--- src/rtl/ctrl_de.sv ---
// ctrl_de: Decode->Execute control register with stall/flush and multi-cycle FPU hold
module ctrl_de #(
    parameter int FP_LAT = 4,
    parameter int ALUC_W = 4
) (
    input  logic              clk,
    input  logic              reset,
    input  logic              StallE,
    input  logic              FlushE,
    input  logic              ResultSrcD,
    input  logic              RegWriteD,
    input  logic              FRegWriteD,
    input  logic              MemWriteD,
    input  logic              JumpD,
    input  logic              BranchD,
    input  logic              ALUSrcD,
    input  logic [ALUC_W-1:0] ALUControlD,
    input  logic              FpuMultiD,
    output logic              ResultSrcE,
    output logic              RegWriteE,
    output logic              FRegWriteE,
    output logic              MemWriteE,
    output logic              JumpE,
    output logic              BranchE,
    output logic              ALUSrcE,
    output logic [ALUC_W-1:0] ALUControlE,
    output logic              FpuBusyE,
    output logic              FpuDoneE
);
    typedef enum logic [1:0] {CLEAR, RUN, FPU_WAIT} state_t;
    state_t state;
    logic [3:0] cnt;
    logic regWrite, fRegWrite, memWrite;
    always_ff @(negedge clk or negedge reset) begin
        if (!reset) begin
            state <= CLEAR;
            cnt <= '0;
            {ResultSrcE, regWrite, fRegWrite, memWrite, JumpE, BranchE, ALUSrcE} <= '0;
            ALUControlE <= '0;
        end else if (state == CLEAR) begin
            state <= RUN;
        end else if (state == FPU_WAIT && cnt != 0) begin
            cnt <= cnt - 4'd1;
        end else begin
            // last FPU_WAIT edge is handled exactly like a RUN edge
            state <= RUN;
            if (FlushE) begin
                {ResultSrcE, regWrite, fRegWrite, memWrite, JumpE, BranchE, ALUSrcE} <= '0;
                ALUControlE <= '0;
            end else if (!StallE) begin
                {ResultSrcE, regWrite, fRegWrite, memWrite, JumpE, BranchE, ALUSrcE} <=
                    {ResultSrcD, RegWriteD, FRegWriteD, MemWriteD, JumpD, BranchD, ALUSrcD};
                ALUControlE <= ALUControlD;
                if (FpuMultiD && FP_LAT > 1) begin
                    state <= FPU_WAIT;
                    cnt <= 4'(FP_LAT - 1);
                end
            end
        end
    end
    assign FpuBusyE = state == FPU_WAIT && cnt != 0;
    assign FpuDoneE = state == FPU_WAIT && cnt == 0;
    // write enables are bubbled to M until the op's final cycle
    assign RegWriteE = regWrite & ~FpuBusyE;
    assign FRegWriteE = fRegWrite & ~FpuBusyE;
    assign MemWriteE = memWrite & ~FpuBusyE;
endmodule

--- config.mk ---
export PLATFORM = sky130hd
export DESIGN_NAME = ctrl_de
export DESIGN_NICKNAME = d
export VERILOG_FILES = /design/src/rtl/ctrl_de.sv
export SDC_FILE = /design/constraint.sdc
export NUM_CORES = 1
export LEC_CHECK = 0
export ABC_AREA = 1
export CORE_MARGIN = 3
export CORE_UTILIZATION = 30
export DETAILED_ROUTE_END_ITERATION = 8
export SLEW_MARGIN = 25
export SYNTH_ARGS = -nofsm -noshare
export SYNTH_HDL_FRONTEND = slang
export SYNTH_SLANG_ARGS = --single-unit
--- constraint.sdc ---
create_clock -name clk -period 1.4 [get_ports clk]
set_input_delay 0.28 -clock clk [delete_from_list [all_inputs] [get_ports clk]]
set_output_delay 0.28 -clock clk [all_outputs]
set_load 0.03 [all_outputs]
# == Word level (Yosys, flattened, before mapping) ==
# Cells that the tools add are included.
# classes
add_sub_neg,1
eq_ne,5
muxes,25
n_bitwise,5
reduce_logical,8
# ops
op,n
$mux 4,6
$mux 1,14
$mux 2,5
$ne 2x1->1 const B,4
$logic_not 4->1,1
$reduce_and 4->1,1
$reduce_bool 4->1,1
$sub 4x1->4 const B,1
$and 1x1->1,3
$reduce_and 3->1,1
$eq 2x2->1 const B,1
$logic_and 1x1->1,2
$logic_not 2->1,1
$not 1->1,2
$reduce_bool 2->1,1
# totals
ff_bits,17
out_inout_bits,13

# == Logic depth before layout (Yosys ltp) ==
# Gate-level depths: netlist of the first run.
# logic_depth
depth_word,5
ltp_mapped,8

==> summary.md, run 1 <==
| Metric | Value |
|---|---|
| Critical path cell sequence | `inv_2 -> ha_4 -> a21oi_4 -> buf_6 -> nor2_4 -> buf_6` |
| Slew HR | `82.9%` |
| Share of the synthesized area in the top cell type | `slightly below 40%` |
| Tot GR Track Use | `14.8%` |
| CP bufs+invs | `3` |
| RSZ-0062 raised after global routing | `true` |
| Routed wire per std cell | `about 12 µm` |
| Clock latency on the worst-skew pair | `slightly below 300 ps` |
| Status | `finished, violations left` |
| CP endpoint kind | `primary output` |
| Largest net degree at the start of global routing | `18` |
| Leakage | `between 1 and 1.5 nW` |
| Synthesized flop and latch total | `17` |
| Hold crit path type | `flip-flop to flip-flop` |
| Comb power frac | `between 40% and 50%` |
| Drt pass-1 iters | `4` |
| Seq/Total Area, Yosys | `39.0%` |
| Post-placement cell count | `around 220` |
| Largest registers | `ALUControlE x4, cnt x4, state x2` |
| Top Family by Delay on Critical Path | `flip-flops` |
| Syn nets | `between 100 and 150` |
| Switch share | `a little over a third` |
| Routed wire length | `about 3 mm` |
| Port bufs | `28` |
| Final core utilization | `between 60% and 70%` |
| Arr. time, crit path | `2130 ps` |
| Ys async rst share | `between 90% and 100%` |
| Failing checks | `negative setup slack` |
| TritonCTS clock tree | `built` |
| Post-synth cell types | `20` |
| CTS root buf | `clkbuf_4` |
| Remaining DRCs | `0` |
| Seq pwr share | `between 30% and 40%` |
| Boundary Pins | `29` |
| Layout cells sized above 1 | `between 60 and 70%` |
| Register area | `approximately 430 µm²` |
| Power per cell area | `819 nW/µm²` |
| Most frequent cell after synthesis | `inv_1` |
| Switching Power | `about 0.00060 W` |
| Final Hold Viols | `0` |
| Avg Inst Size Synth | `a little under 9 µm²` |
| Die width | `66.3 µm` |
| Largest area contributor in the netlist | `dfrtn_1` |
| Count of non-filler cells in the finished layout | `approximately 250` |
| Die ar. | `roughly 4400 µm²` |
| DRT antenna net count | `0` |
| H-Tree Depth | `1` |
| Max Slew Vio Count | `0` |
| Mapped Area | `between 1000 and 1500 µm²` |
| DP HPWL | `around 1.9 mm` |
| Top area cells in the synthesized netlist | `dfrtn_1 39%, nand2_4 12%, nand2_2 6.9%` |
| Clock power share | `between 10% and 20%` |
| Critical path fanouts, max | `4` |
| Vias | `approximately 1,000` |
| WHS | `around 480 ps` |
| Remaining global-route overflow | `0` |
| Ys flop type | `dfrtn_1` |
| Syn. warnings | `0` |
| CTS sink count | `17` |
| Final Skew | `roughly 3.7 ps` |
| Antenna diodes | `0` |
| Multi-input gate area | `roughly 740 µm²` |
| Final WS setup | `-1010 ps` |
| Core Area | `between 3000 and 4000 µm²` |
| Final setup fails | `30` |
| Top cells by count, synth | `18 x inv_1, 17 x dfrtn_1, 17 x nand2_1` |
| Clock Path Buffers | `2` |
| Total CTS buffers | `3` |
| Chip height | `66.3 µm` |
| CP max stage delay | `between 400 and 500 ps` |
| Antenna violations before repair | `0` |
| Vias in the first global route | `~1,100` |
| Max rail drop VDD | `approximately 0.56 mV` |
| Reg clk slew, reported paths | `70 ps` |
| CP startpoint kind | `flip-flop` |
| Routability congestion estimate | `0.734` |
| Total Neg Setup Slack | `-10,580 ps` |
| Nets@finish | `approximately 220` |
| Filler cells | `between 200 and 300` |
| First-pass GRT wire length | `approximately 5.0 mm` |
| Cell mode on critical path | `buf_6` |
| Vias per cell | `roughly 4.3` |
| Iteration-0 DRC Markers | `26` |
| Internal Dissipation | `0.00110 W` |
| CP max-delay cell | `dfrtn_1` |
| Max Cap Viol | `0` |
| Initial core utilization | `between 30% and 40%` |
| Critical path class | `flip-flop to primary output` |
| Data required, critical path | `between 1000 and 1500 ps` |
| Pre-CTS WS | `-1140 ps` |
| P&R area growth vs syn | `90.3%` |
| Post-synth EDFFs | `0` |
| Row count | `21` |
| Slew @ Worst Pin | `256 ps` |
| Post-Synthesis Cells | `roughly 120` |
## stage by stage
step | total power [W] | area, µm²
final | 0.00170 | 2080
after global routing | 0.00180 | 2080
after CTS | 0.00166 | 1950
after detailed placement | 0.00126 | 1690
after global placement | 0.00125 | 1690
after floorplan | 0.000964 | 1170
## cell type report
class	count	share of cell area [%]
clock buffers	4	1.27
inverters	20	4.34
flip-flops and latches	17	20.5
well taps	46	2.77
repair buffers	73	35.4
multi-input cells	85	35.7
## timing repair
item,CTS,global route
setup buffers,11,7
setup endpoints to repair,30,30
pin swaps,12,9
cloned,1,1
gates resized for setup,70,16
hold buffers,0,0
## path summary, 6_finish.rpt
check | from | to | slack (ps) | cells past startpoint
min | memWrite | memWrite | 480 | 2
min in group asynchronous | reset | ALUControlE[2] | 930 | 2
min reg2reg | memWrite | memWrite | 480 | 2
max reg2reg | cnt[1] | ALUControlE[1] | -170 | 10
max | cnt[1] | MemWriteE | -1010 | 6
max in group asynchronous | reset | state[1] | 310 | 2
## power groups by stage
| stage | sequential [W] | clock (W) | combinational, W |
|---|---|---|---|
| floorplan | 0.000650 | 0 | 0.000313 |
| global placement | 0.000595 | 0 | 0.000650 |
| detailed placement | 0.000598 | 0 | 0.000661 |
| CTS | 0.000593 | 0.000282 | 0.000786 |
| global route | 0.000600 | 0.000291 | 0.000909 |
| finish | 0.000593 | 0.000271 | 0.000836 |
## kinds of logic after synthesis
kind of cell,Yosys count,share of synthesized area (%)
compound gates,1,0.803
xor+xnor,1,0.803
fa+ha+maj,2,2.29
buf+inv,23,10.3
flops,17,39.0
simple gates,80,46.8
## cells in the final DEF, fill, tap and decap left out
cell	Yosys	layout
buf_12	1	4
clkdlybuf4s50_1	0	12
nand3_1	15	3
nor2_8	1	1
nand2_1	17	13
inv_1	18	15
inv_2	1	3
nand3b_1	2	2
xor2_1	1	1
buf_4	2	30
nand3_4	0	4
inv_12	0	1
nor2_1	15	11
nor2_2	1	1
ha_1	2	1
clkbuf_4	0	3
nor2_4	3	7
nand2_4	12	13
nand3_2	1	9
buf_6	0	24
buf_8	0	2
dfrtn_1	17	17
ha_4	0	1
nand2_2	12	14
a21oi_4	0	1
inv_4	1	1
clkbuf_1	0	1
dlygate4sd2_1	0	1
nand2_8	1	3
## worst min-delay path, cell delays in order, from the launching register on
cell	delay, ps
dfrtn_1	480
nand2_4	60
nand2_2	40
## metal layers
metal	vias to the layer above	GRT usage (%)	routed length, µm
met2	22	27.6	1630
met3	2	2.72	135
met5	-	0	0
met4	0	3.55	11
met1	495	17.1	1180
li1	524	-	-
No activity file was read; power rests on OpenSTA's default activity.
==> run 2: changes to the inputs <==
--- a/config.mk
+++ b/config.mk
@@ -5,9 +5,9 @@
 export SDC_FILE = /design/constraint.sdc
 export NUM_CORES = 1
 export LEC_CHECK = 0
-export ABC_AREA = 1
 export CORE_MARGIN = 3
 export CORE_UTILIZATION = 30
+export CTS_CLUSTER_SIZE = 24
 export DETAILED_ROUTE_END_ITERATION = 8
 export SLEW_MARGIN = 25
 export SYNTH_ARGS = -nofsm -noshare
==> run 2 against run 1 <==
Net effect:
- the run still ends with negative setup slack left
- worst setup slack lost 3.2 ps
- via count shrank 22%
- synthesized cell count shrank 31%
- sequential power shrank 7.8%
- clock skew grew 7.2 ps
- worst hold slack lost 43 ps
- first-iteration DRC count shrank 77%
- combinational power shrank 62%
- clock power grew 2%
- die area shrank 23%
- critical path depth shrank 1
- critical path type unchanged
==> summary.md, run 2 <==
| Metric | Value |
|---|---|
| Share of the synthesized area in the top cell type | `52.0% (+13 points)` |
| Post-synth EDFFs | `0 (unchanged)` |
| Top cells by count, synth | `17 x dfrtn_1, 15 x nand2_1, 14 x o21ai_0` |
| DRT antenna net count | `0 (unchanged)` |
| H-Tree Depth | `1 (unchanged)` |
| Most frequent cell after synthesis | `dfrtn_1` |
| Arr. time, crit path | `2130 ps (about the same)` |
| Boundary Pins | `29 (unchanged)` |
| Syn nets | `103 (-27%)` |
| Slew @ Worst Pin | `292 ps (+35.3 ps)` |
| Vias per cell | `4.87 (+14%)` |
| Clock power share | `24.3% (+8.3 points)` |
| Final Hold Viols | `0 (unchanged)` |
| Routed wire per std cell | `12.8 µm (+6.5%)` |
| Max rail drop VDD | `0.612 mV (+8.4%)` |
| Ys async rst share | `100% (unchanged)` |
| Clock latency on the worst-skew pair | `290 ps (about the same)` |
| Largest net degree at the start of global routing | `18 (unchanged)` |
| Hold crit path type | `flip-flop to flip-flop` |
| Reg-to-Reg Start | `cnt[0]` |
| Core Area | `2540 µm² (-25%)` |
| Top area cells in the synthesized netlist | `dfrtn_1 52%, o21ai_0 8.6%, nand2_1 6.9%` |
| Vias in the first global route | `807 (-29%)` |
| Seq/Total Area, Yosys | `52.0% (+13 points)` |
| Comb power frac | `27.8% (-21 points)` |
| Critical path fanouts, max | `2 (-2)` |
| Reg clk slew, reported paths | `80 ps (about the same)` |
| Iteration-0 DRC Markers | `6 (-77%)` |
| First-pass GRT wire length | `3.73 mm (-26%)` |
| Reg2reg setup slack | `-10 ps (+160 ps)` |
| RSZ-0062 raised after global routing | `true` |
| Antenna violations before repair | `0 (unchanged)` |
| Final setup fails | `24 (-20%)` |
| Post-Synthesis Cells | `85 (-31%)` |
| Commonest non-fill, non-tap cell in the layout | `buf_4` |
| Largest area contributor in the netlist | `dfrtn_1` |
| Antenna diodes | `0 (unchanged)` |
| Dpl cell area | `1290 µm² (-23%)` |
| Remaining global-route overflow | `0 (unchanged)` |
| Slew HR | `80.5% (-2.4 points)` |
| Status | `finished, violations left` |
| Ys flop type | `dfrtn_1` |
| Routability congestion estimate | `0.671 (-8.6%)` |
| Internal Dissipation | `0.000801 W (-27%)` |
| Seq pwr share | `47.9% (+13 points)` |
| Hold_buf cts | `0 (unchanged)` |
| CP endpoint kind | `primary output` |
| Total power | `0.00114 W (-33%)` |
| Final Skew | `10.9 ps (+7.17 ps)` |
| Die width | `58.2 µm (-12%)` |
| Hold Path Sink | `memWrite` |
| Critical path class | `flip-flop to primary output` |
| Most frequent cells in the layout | `19 x buf_4, 18 x buf_6, 17 x dfrtn_1` |
| Vias | `818 (-22%)` |
| DP HPWL | `1.54 mm (-19%)` |
| Largest registers | `ALUControlE x4, cnt x4, state x2` |
| Mapped Area | `818 µm² (-25%)` |
| P&R area growth vs syn | `85.8%` |
| Initial core utilization | `32.2% (+0.21 points)` |
| Tot GR Track Use | `14.1% (-0.67 points)` |
| Data required, critical path | `1120 ps (about the same)` |
| Leakage | `0.694 nW (-37%)` |
| Synthesized flop and latch total | `17 (unchanged)` |
| CTS root buf | `clkbuf_4` |
| Die ar. | `3390 µm² (-23%)` |
| Remaining DRCs | `0 (unchanged)` |
| Layout cells sized above 1 | `53.6% (-7.7 points)` |
| Max Slew Vio Count | `0 (unchanged)` |
| Worst Hold Depth | `2 (unchanged)` |
| Row count | `18 (-14%)` |
| Hold Crit Start | `memWrite` |
| Pre-CTS WS | `-1140 ps (-6.50 ps)` |
| Avg Inst Size Synth | `9.63 µm² (+9.4%)` |
| CP startpoint kind | `flip-flop` |
| Syn. warnings | `0 (unchanged)` |
| Port bufs | `28 (unchanged)` |
| R2R Path End | `ALUControlE[3]` |
| Final WS setup | `-1010 ps (-3.21 ps)` |
| Switch share | `29.9% (-5.4 points)` |
| Failing checks | `negative setup slack` |
| TritonCTS clock tree | `built` |
| Post-synth cell types | `29 (+45%)` |
| Power per cell area | `751 nW/µm² (-8.3%)` |
| CTS sink count | `17 (unchanged)` |
| Clock Path Buffers | `2 (unchanged)` |
| R2R depth | `6 (-4)` |
| Switching Power | `0.000341 W (-43%)` |
| Chip height | `58.2 µm (-12%)` |
| Drt pass-1 iters | `4 (unchanged)` |
| Max Cap Viol | `0 (unchanged)` |
| Nets@finish | `157 (-28%)` |
| Final instance area | `1520 µm² (-27%)` |
| Total CTS buffers | `3 (unchanged)` |
| WHS | `440 ps (-42.7 ps)` |
| Routed wire length | `2.15 mm (-27%)` |
## run 2: worst max path at each step
| stage | start | to | slack, ps | cells past startpoint |
|---|---|---|---|---|
| 2_1_floorplan | cnt[1] | RegWriteE | -890 | 4 |
| 3_3_place_gp | cnt[1] | RegWriteE | -1120 | 5 |
| 3_5_place_dp | cnt[1] | RegWriteE | -1140 | 5 |
| 4_1_cts | cnt[0] | RegWriteE | -1020 | 5 |
| 5_1_grt | cnt[1] | RegWriteE | -1080 | 5 |
| 6_report | cnt[0] | RegWriteE | -1010 | 5 |
## run 2: repair_timing
action | CTS | global route
resized for setup | 44 | 18
cloned | 1 | 0
endpoints found under the setup margin | 30 | 29
buffers inserted | 3 | 4
pin swaps | 9 | 3
## run 2: area by class of cell
type                    count  area (µm²)
fillers                   237        1020
repair buffers             53         519
multi-input cells          61         494
flip-flops and latches     17         425
well taps                  30        37.5
clock buffers               3        22.5
inverters                   3        13.8
clock inverters             1        7.51
## run 2: worst max-delay path: stages, from the launching register on
cell	delay (ps)
dfrtn_1	430
inv_2	60
ha_4	160
a21oi_4	120
and2b_2	230
buf_6	130
## run 2: power groups by stage
stage	clock (W)	sequential [W]	combinational (W)
global route	0.000312	0.000553	0.000341
CTS	0.000286	0.000547	0.000297
finish	0.000277	0.000547	0.000317
detailed placement	0	0.000551	0.000265
floorplan	0	0.000584	0.0000919
global placement	0	0.000550	0.000261
## run 2: per-layer routing
layer  part of all wire (%)  global-route usage [%]  wire [µm]
met4                   0.56                    2.98         12
met2                     49                    22.3       1050
met5                      0                       0          0
met1                     45                    20.2        973
met3                    5.6                    2.67        121
## run 2: kinds of logic after synthesis
family / share of synthesized area (%)
and+or+nand+nor: 18.7
xor gates and xnor gates: 1.07
buffers and inverters: 3.52
adders and majority gates: 3.06
muxes: 1.22
DFF: 52.0
AOI/OAI and AO/OA: 20.5
## run 2: stage by stage
step           TNS [ps]  cells  util, %
3_5_place_dp     -17230    158     50.8
6_report          -8630    168     59.7
4_1_cts           -8610    166     56.4
2_1_floorplan     -7140     85        -
3_3_place_gp     -16840    158     50.8
5_1_grt           -9990    168     59.7
==> edit 1: new RTL, flow settings as in run 1 <==
Change the parameter `ALUC_W` from 4 to 3.
--- a/src/rtl/ctrl_de.sv
+++ b/src/rtl/ctrl_de.sv
@@ -3,3 +3,3 @@
     parameter int FP_LAT = 4,
-    parameter int ALUC_W = 4
+    parameter int ALUC_W = 3
 ) (
Interface: changed (resized ALUControlD and ALUControlE); port bits go from 29 to 27. The function was not compared with the original's and may differ.
==> edit 1 against run 1 <==
The run still ends with setup timing left. Final area down 13%. Synthesized area down 17%. Clock skew up 1.5 ps. Via count down 11%. Core utilization up 2.8 points. Wire length down 13%. Setup slack better by 25 ps. Sequential cell count down 1. Total power down 3.4%. Count of clock-buffer cells in the layout unchanged. Critical path type unchanged.
==> edit 1: results (changes against run 1) <==
Worst Max-Slew Pin Slew -> 312.9 ps (was 256.5 ps)
top post-synthesis cells by area -> dfrtn_1, nand2_1, inv_1, nand3_2, nor2_1 (was dfrtn_1, nand2_4, nand2_2, nand3_1, inv_1)
setup TNS -> -9323 ps (was -10580 ps)
Crit Path Max Fanout -> 3 (was 4)
global-route usage over all layers -> 0.1462 (was 0.1479)
Leakage -> 0.9174 nW (was 1.096 nW)
H-tree Lvls -> 1 (unchanged)
1st-iter DRT viols -> 32 (was 26)
outcome -> finished with violations (unchanged)
maximum VDD drop -> 685.5 uV (was 564.9 uV)
PortBufs -> 26 (was 28)
Post-layout nets -> 196 (was 218)
routability-driven placement congestion ratio -> 0.7602 (was 0.7336)
Vias -> 926 (was 1043)
CP arrival -> 2100 ps (was 2130 ps)
worst setup margin -> -983.2 ps (was -1008 ps)
Critical R2R Capture -> ResultSrcE (was ALUControlE[1])
HPWL after DPL -> 1607 um (was 1901 um)
routed length per instance -> 12.22 um (was 12.03 um)
sequential-to-total area share from yosys stat -> 0.4408 (was 0.3899)
Hold Path Sink -> fRegWrite (was memWrite)
largest net degree at the start of global routing -> 17 (was 18)
vias in the first global route -> 935 (was 1136)
Yosys cell types -> 16 (was 20)
DP Worst Slack -> -1047 ps (was -1136 ps)
final setup vio count -> 23 (was 30)
Reg2Reg Setup Slack -> -20 ps (was -170 ps)
most frequent cells after synthesis -> nand2_1, inv_1, nor2_1 (was inv_1, dfrtn_1, nand2_1)
Mapped Nets -> 134 (was 142)
layout cells sized above 1 -> 0.5618 (was 0.6131)
largest registers -> cnt (4), ALUControlE (3), state (2) (was ALUControlE (4), cnt (4), state (2))
failing checks -> setup timing (unchanged)
## edit 1: cell count changes after synthesis, sizes merged
cell	before	now
nand3b	2	0
nand2	42	36
inv	20	21
buf	3	2
nand3	16	17
dfrtn	17	16
clkbuf	0	1
## edit 1: logic make-up (layout without fill, tap and decap cells)
family | after synthesis | count (layout) | synth area share
AND/OR/NAND/NOR | 73 | 76 | 0.3912
flip-flops | 16 | 16 | 0.4408
XOR/XNOR | 1 | 1 | 0.009644
AO/OA/AOI/OAI | 1 | 1 | 0.009644
buffers and inverters | 24 | 82 | 0.1212
adder cells (fa/ha/maj) | 2 | 2 | 0.02754
## edit 1: per-layer routing
| layer | track usage | part of all wire | vias up |
|---|---|---|---|
| met2 | 0.2508 | 0.53 | 27 |
| met3 | 0.03145 | 0.054 | 0 |
| li1 | - | - | 477 |
| met4 | 0.01858 | 0 | 0 |
| met1 | 0.1940 | 0.42 | 422 |
| met5 | 0 | 0 | - |
## edit 1: layout make-up
cell class | instances | area [sq um]
clock buffer | 4 | 36.28
timing repair buffer | 57 | 593.1
fill | 233 | 1030
tap | 31 | 38.79
multi-input combinational | 80 | 639.4
sequential | 16 | 400.4
inverter | 21 | 91.34
## edit 1: per-stage QoR
stage / hold slack [ps] / instance area (sq um) / cells
6_report: 444.9 / 1799 / 209
5_1_grt: 458.1 / 1799 / 209
4_1_cts: 443.3 / 1669 / 203
3_5_place_dp: 430.8 / 1401 / 188
3_3_place_gp: 423.2 / 1401 / 188
2_1_floorplan: 409.5 / 1011 / 117
## edit 1: how the worst max path moves through the flow
| stage | start | end | slack (ps) | cells past startpoint |
|---|---|---|---|---|
| finish | cnt[1] | FRegWriteE | -980 | 6 |
| global route | cnt[1] | RegWriteE | -1030 | 6 |
| CTS | cnt[1] | FRegWriteE | -1000 | 6 |
| detailed placement | cnt[1] | MemWriteE | -1050 | 5 |
| global placement | cnt[1] | MemWriteE | -1040 | 5 |
| floorplan | cnt[1] | FRegWriteE | -730 | 4 |
## edit 1: repair_timing
action,CTS,global route
buffers inserted,8,7
hold buffers,0,0
pin swaps,20,15
setup endpoints to repair,28,27
resized for setup,57,25
gates cloned,3,1
## edit 1: where the power goes
| part | internal (mW) | switching (mW) | leakage [nW] | total, mW |
|---|---|---|---|---|
| clock network | 0.158 | 0.154 | 0.0210 | 0.312 |
| logic | 0.395 | 0.373 | 0.694 | 0.768 |
| registers | 0.522 | 0.0393 | 0.203 | 0.561 |
| total | 1.08 | 0.566 | 0.917 | 1.64 |
## edit 1: worst max-delay path, cell delays in order, from the launching register on
cell     delay, ps
dfrtn_1        430
inv_2           60
ha_4           160
a21oi_4        160
buf_4          140
nor2_4          30
buf_6          120
==> edit 2: new RTL, settings of run 1 <==
Without the edit above. Reset style: synchronous (`reset`), changed in one clocked block.
--- a/src/rtl/ctrl_de.sv
+++ b/src/rtl/ctrl_de.sv
@@ -33,3 +33,3 @@
     logic regWrite, fRegWrite, memWrite;
-    always_ff @(negedge clk or negedge reset) begin
+    always_ff @(negedge clk) begin
         if (!reset) begin
Function: differs if reset is asserted again (counterexample within 4 cycles, from zero or initial values and one cycle with reset low); with reset held inactive, the same outputs for 10 cycles.
==> edit 2 against run 1 <==
The flow still finishes with violations (setup timing). Register-to-register slack gained 140 ps. Setup slack gained 92 ps. Sequential cell count is the same. Sequential share of layout area shrank 0.39 points. Final area shrank 15%. Wire length shrank 9.8%. Hold slack lost 6.7 ps. Synthesized area shrank 17%. Final cell count shrank 3.3%. Largest cell class unchanged.
Power is not compared: it rests on default switching activity, and its combinational part moved more than twofold at a synthesized area within 25%.
==> edit 2: results (changes against run 1) <==
outcome -> finished with violations (unchanged)
failing checks -> setup timing (unchanged)
most frequent cells after synthesis -> nor2_1, nand2_1, inv_1 (was inv_1, dfrtn_1, nand2_1)
first-pass GRT wire length -> 4464 um (was 5009 um)
Leakage -> 0.9044 nW
layout cells sized above 1 -> 0.4175 (was 0.6131)
Slew headroom -> 0.7698 (was 0.8288)
top_reg_cell synth -> dfxtp_1 (was dfrtn_1)
Layout Skew -> 14.07 ps (was 3.723 ps)
fill count -> 250 (was 290)
n_diodes -> 0 (unchanged)
DP Worst Slack -> -896.0 ps (was -1136 ps)
largest net degree at the start of global routing -> 11 (was 18)
top post-synthesis cells by area -> dfxtp_1, nor2_1, nand2_1, inv_1, nand3_1 (was dfrtn_1, nand2_4, nand2_2, nand3_1, inv_1)
initial antenna violation count -> 0 (unchanged)
power density over cell area -> 912.9 nW/um^2
maximum VDD drop -> 530.2 uV
HPWL after DPL -> 1661 um (was 1901 um)
Post-layout nets -> 225 (was 218)
max incr delay on CP -> 320 ps (was 440 ps)
1st-iter DRT viols -> 15 (was 26)
Crit Path Max Fanout -> 2 (was 4)
CP arrival -> 2040 ps (was 2130 ps)
asr flop ratio synth -> 0 (was 1.000)
Placed Area -> 1379 sq um (was 1687 sq um)
final setup vio count -> 21 (was 30)
Mapped Nets -> 155 (was 142)
Worst-Skew Late Latency -> 370 ps (was 290 ps)
Setup crit start -> cnt[1] (unchanged)
Reg clk slew, reported paths -> 40 ps (was 70 ps)
worst setup margin -> -916.8 ps (was -1008 ps)
Syn. warnings -> 0 (unchanged)
Vias -> 1046 (was 1043)
vias in the first global route -> 1063 (was 1136)
CP max-delay cell -> dfxtp_2 (was dfrtn_1)
routability-driven placement congestion ratio -> 0.7458 (was 0.7336)
global-route usage over all layers -> 0.1604 (was 0.1479)
sequential-to-total area share from yosys stat -> 0.3762 (was 0.3899)
Yosys cell types -> 18 (was 20)
Hold Crit Start -> memWrite (unchanged)
cts bufs inserted -> 3 (unchanged)
Routed Wire Length -> 2659 um (was 2948 um)
## edit 2: changes by cell type after synthesis, moves of 10 or more
cell	delta
dfrtn_1	-17
dfxtp_1	+17
nand2_1	+13
nand2_2	-11
nand2_4	-10
nor2_1	+17
## edit 2: cell families (layout without fill, tap and decap cells)
kind of cell    Yosys count  in the layout  synth area share
simple gates             76             78            0.3513
buf+inv                  29             96            0.1521
flops                    17             17            0.3762
compound gates           12             12           0.08299
fa+ha+maj                 2              2           0.02766
xor+xnor                  1              1          0.009684
## edit 2: final timing paths
path / to / slack [ps] / depth (start not counted)
max: FpuDoneE / -920 / 7
min: memWrite / 480 / 2
max reg2reg: JumpE / -30 / 11
min reg2reg: memWrite / 480 / 2
## edit 2: cell type report
type | count | share of cell area
multi-input cells | 93 | 0.3485
repair buffers | 52 | 0.3086
flip-flops and latches | 17 | 0.2010
clock inverters | 18 | 0.05346
inverters | 23 | 0.05346
well taps | 31 | 0.02210
clock buffers | 3 | 0.01283
## edit 2: repair_timing
action | 4_1_cts | 5_1_grt
gates resized for setup | 43 | 15
setup endpoints to repair | 30 | 29
cloned | 3 | 0
setup buffers | 7 | 1
pin swaps | 14 | 16
## edit 2: per-stage QoR
| step | power, mW | TNS [ps] | instances |
|---|---|---|---|
| 2_1_floorplan | 0.8260 | -6991 | 137 |
| 3_3_place_gp | 0.9427 | -17320 | 207 |
| 3_5_place_dp | 0.9487 | -17920 | 207 |
| 4_1_cts | 1.622 | -8003 | 237 |
| 5_1_grt | 1.743 | -9262 | 237 |
| 6_report | 1.602 | -7861 | 237 |
## edit 2: routing by layer
metal	GRT usage	part of all wire	up-vias	routed length, um
met5	0	0	-	0
met4	0.1022	0.0090	0	24
met3	0.05957	0.054	4	144
met2	0.2382	0.50	22	1342
met1	0.1944	0.43	470	1147
li1	-	-	550	-
## edit 2: power groups by stage
stage,clock network (mW),logic (mW),registers (mW)
2_1_floorplan,0.0788,0.166,0.582
3_3_place_gp,0.0788,0.320,0.544
3_5_place_dp,0.0788,0.325,0.545
4_1_cts,0.668,0.414,0.540
5_1_grt,0.746,0.453,0.545
6_report,0.643,0.417,0.542
## edit 2: critical path: cells and delay by family, from the launching register on
kind | cells | cell delay, ps
and+or+nand+nor | 2 | 90
adders and majority gates | 1 | 160
DFF | 1 | 320
buffers and inverters | 4 | 410
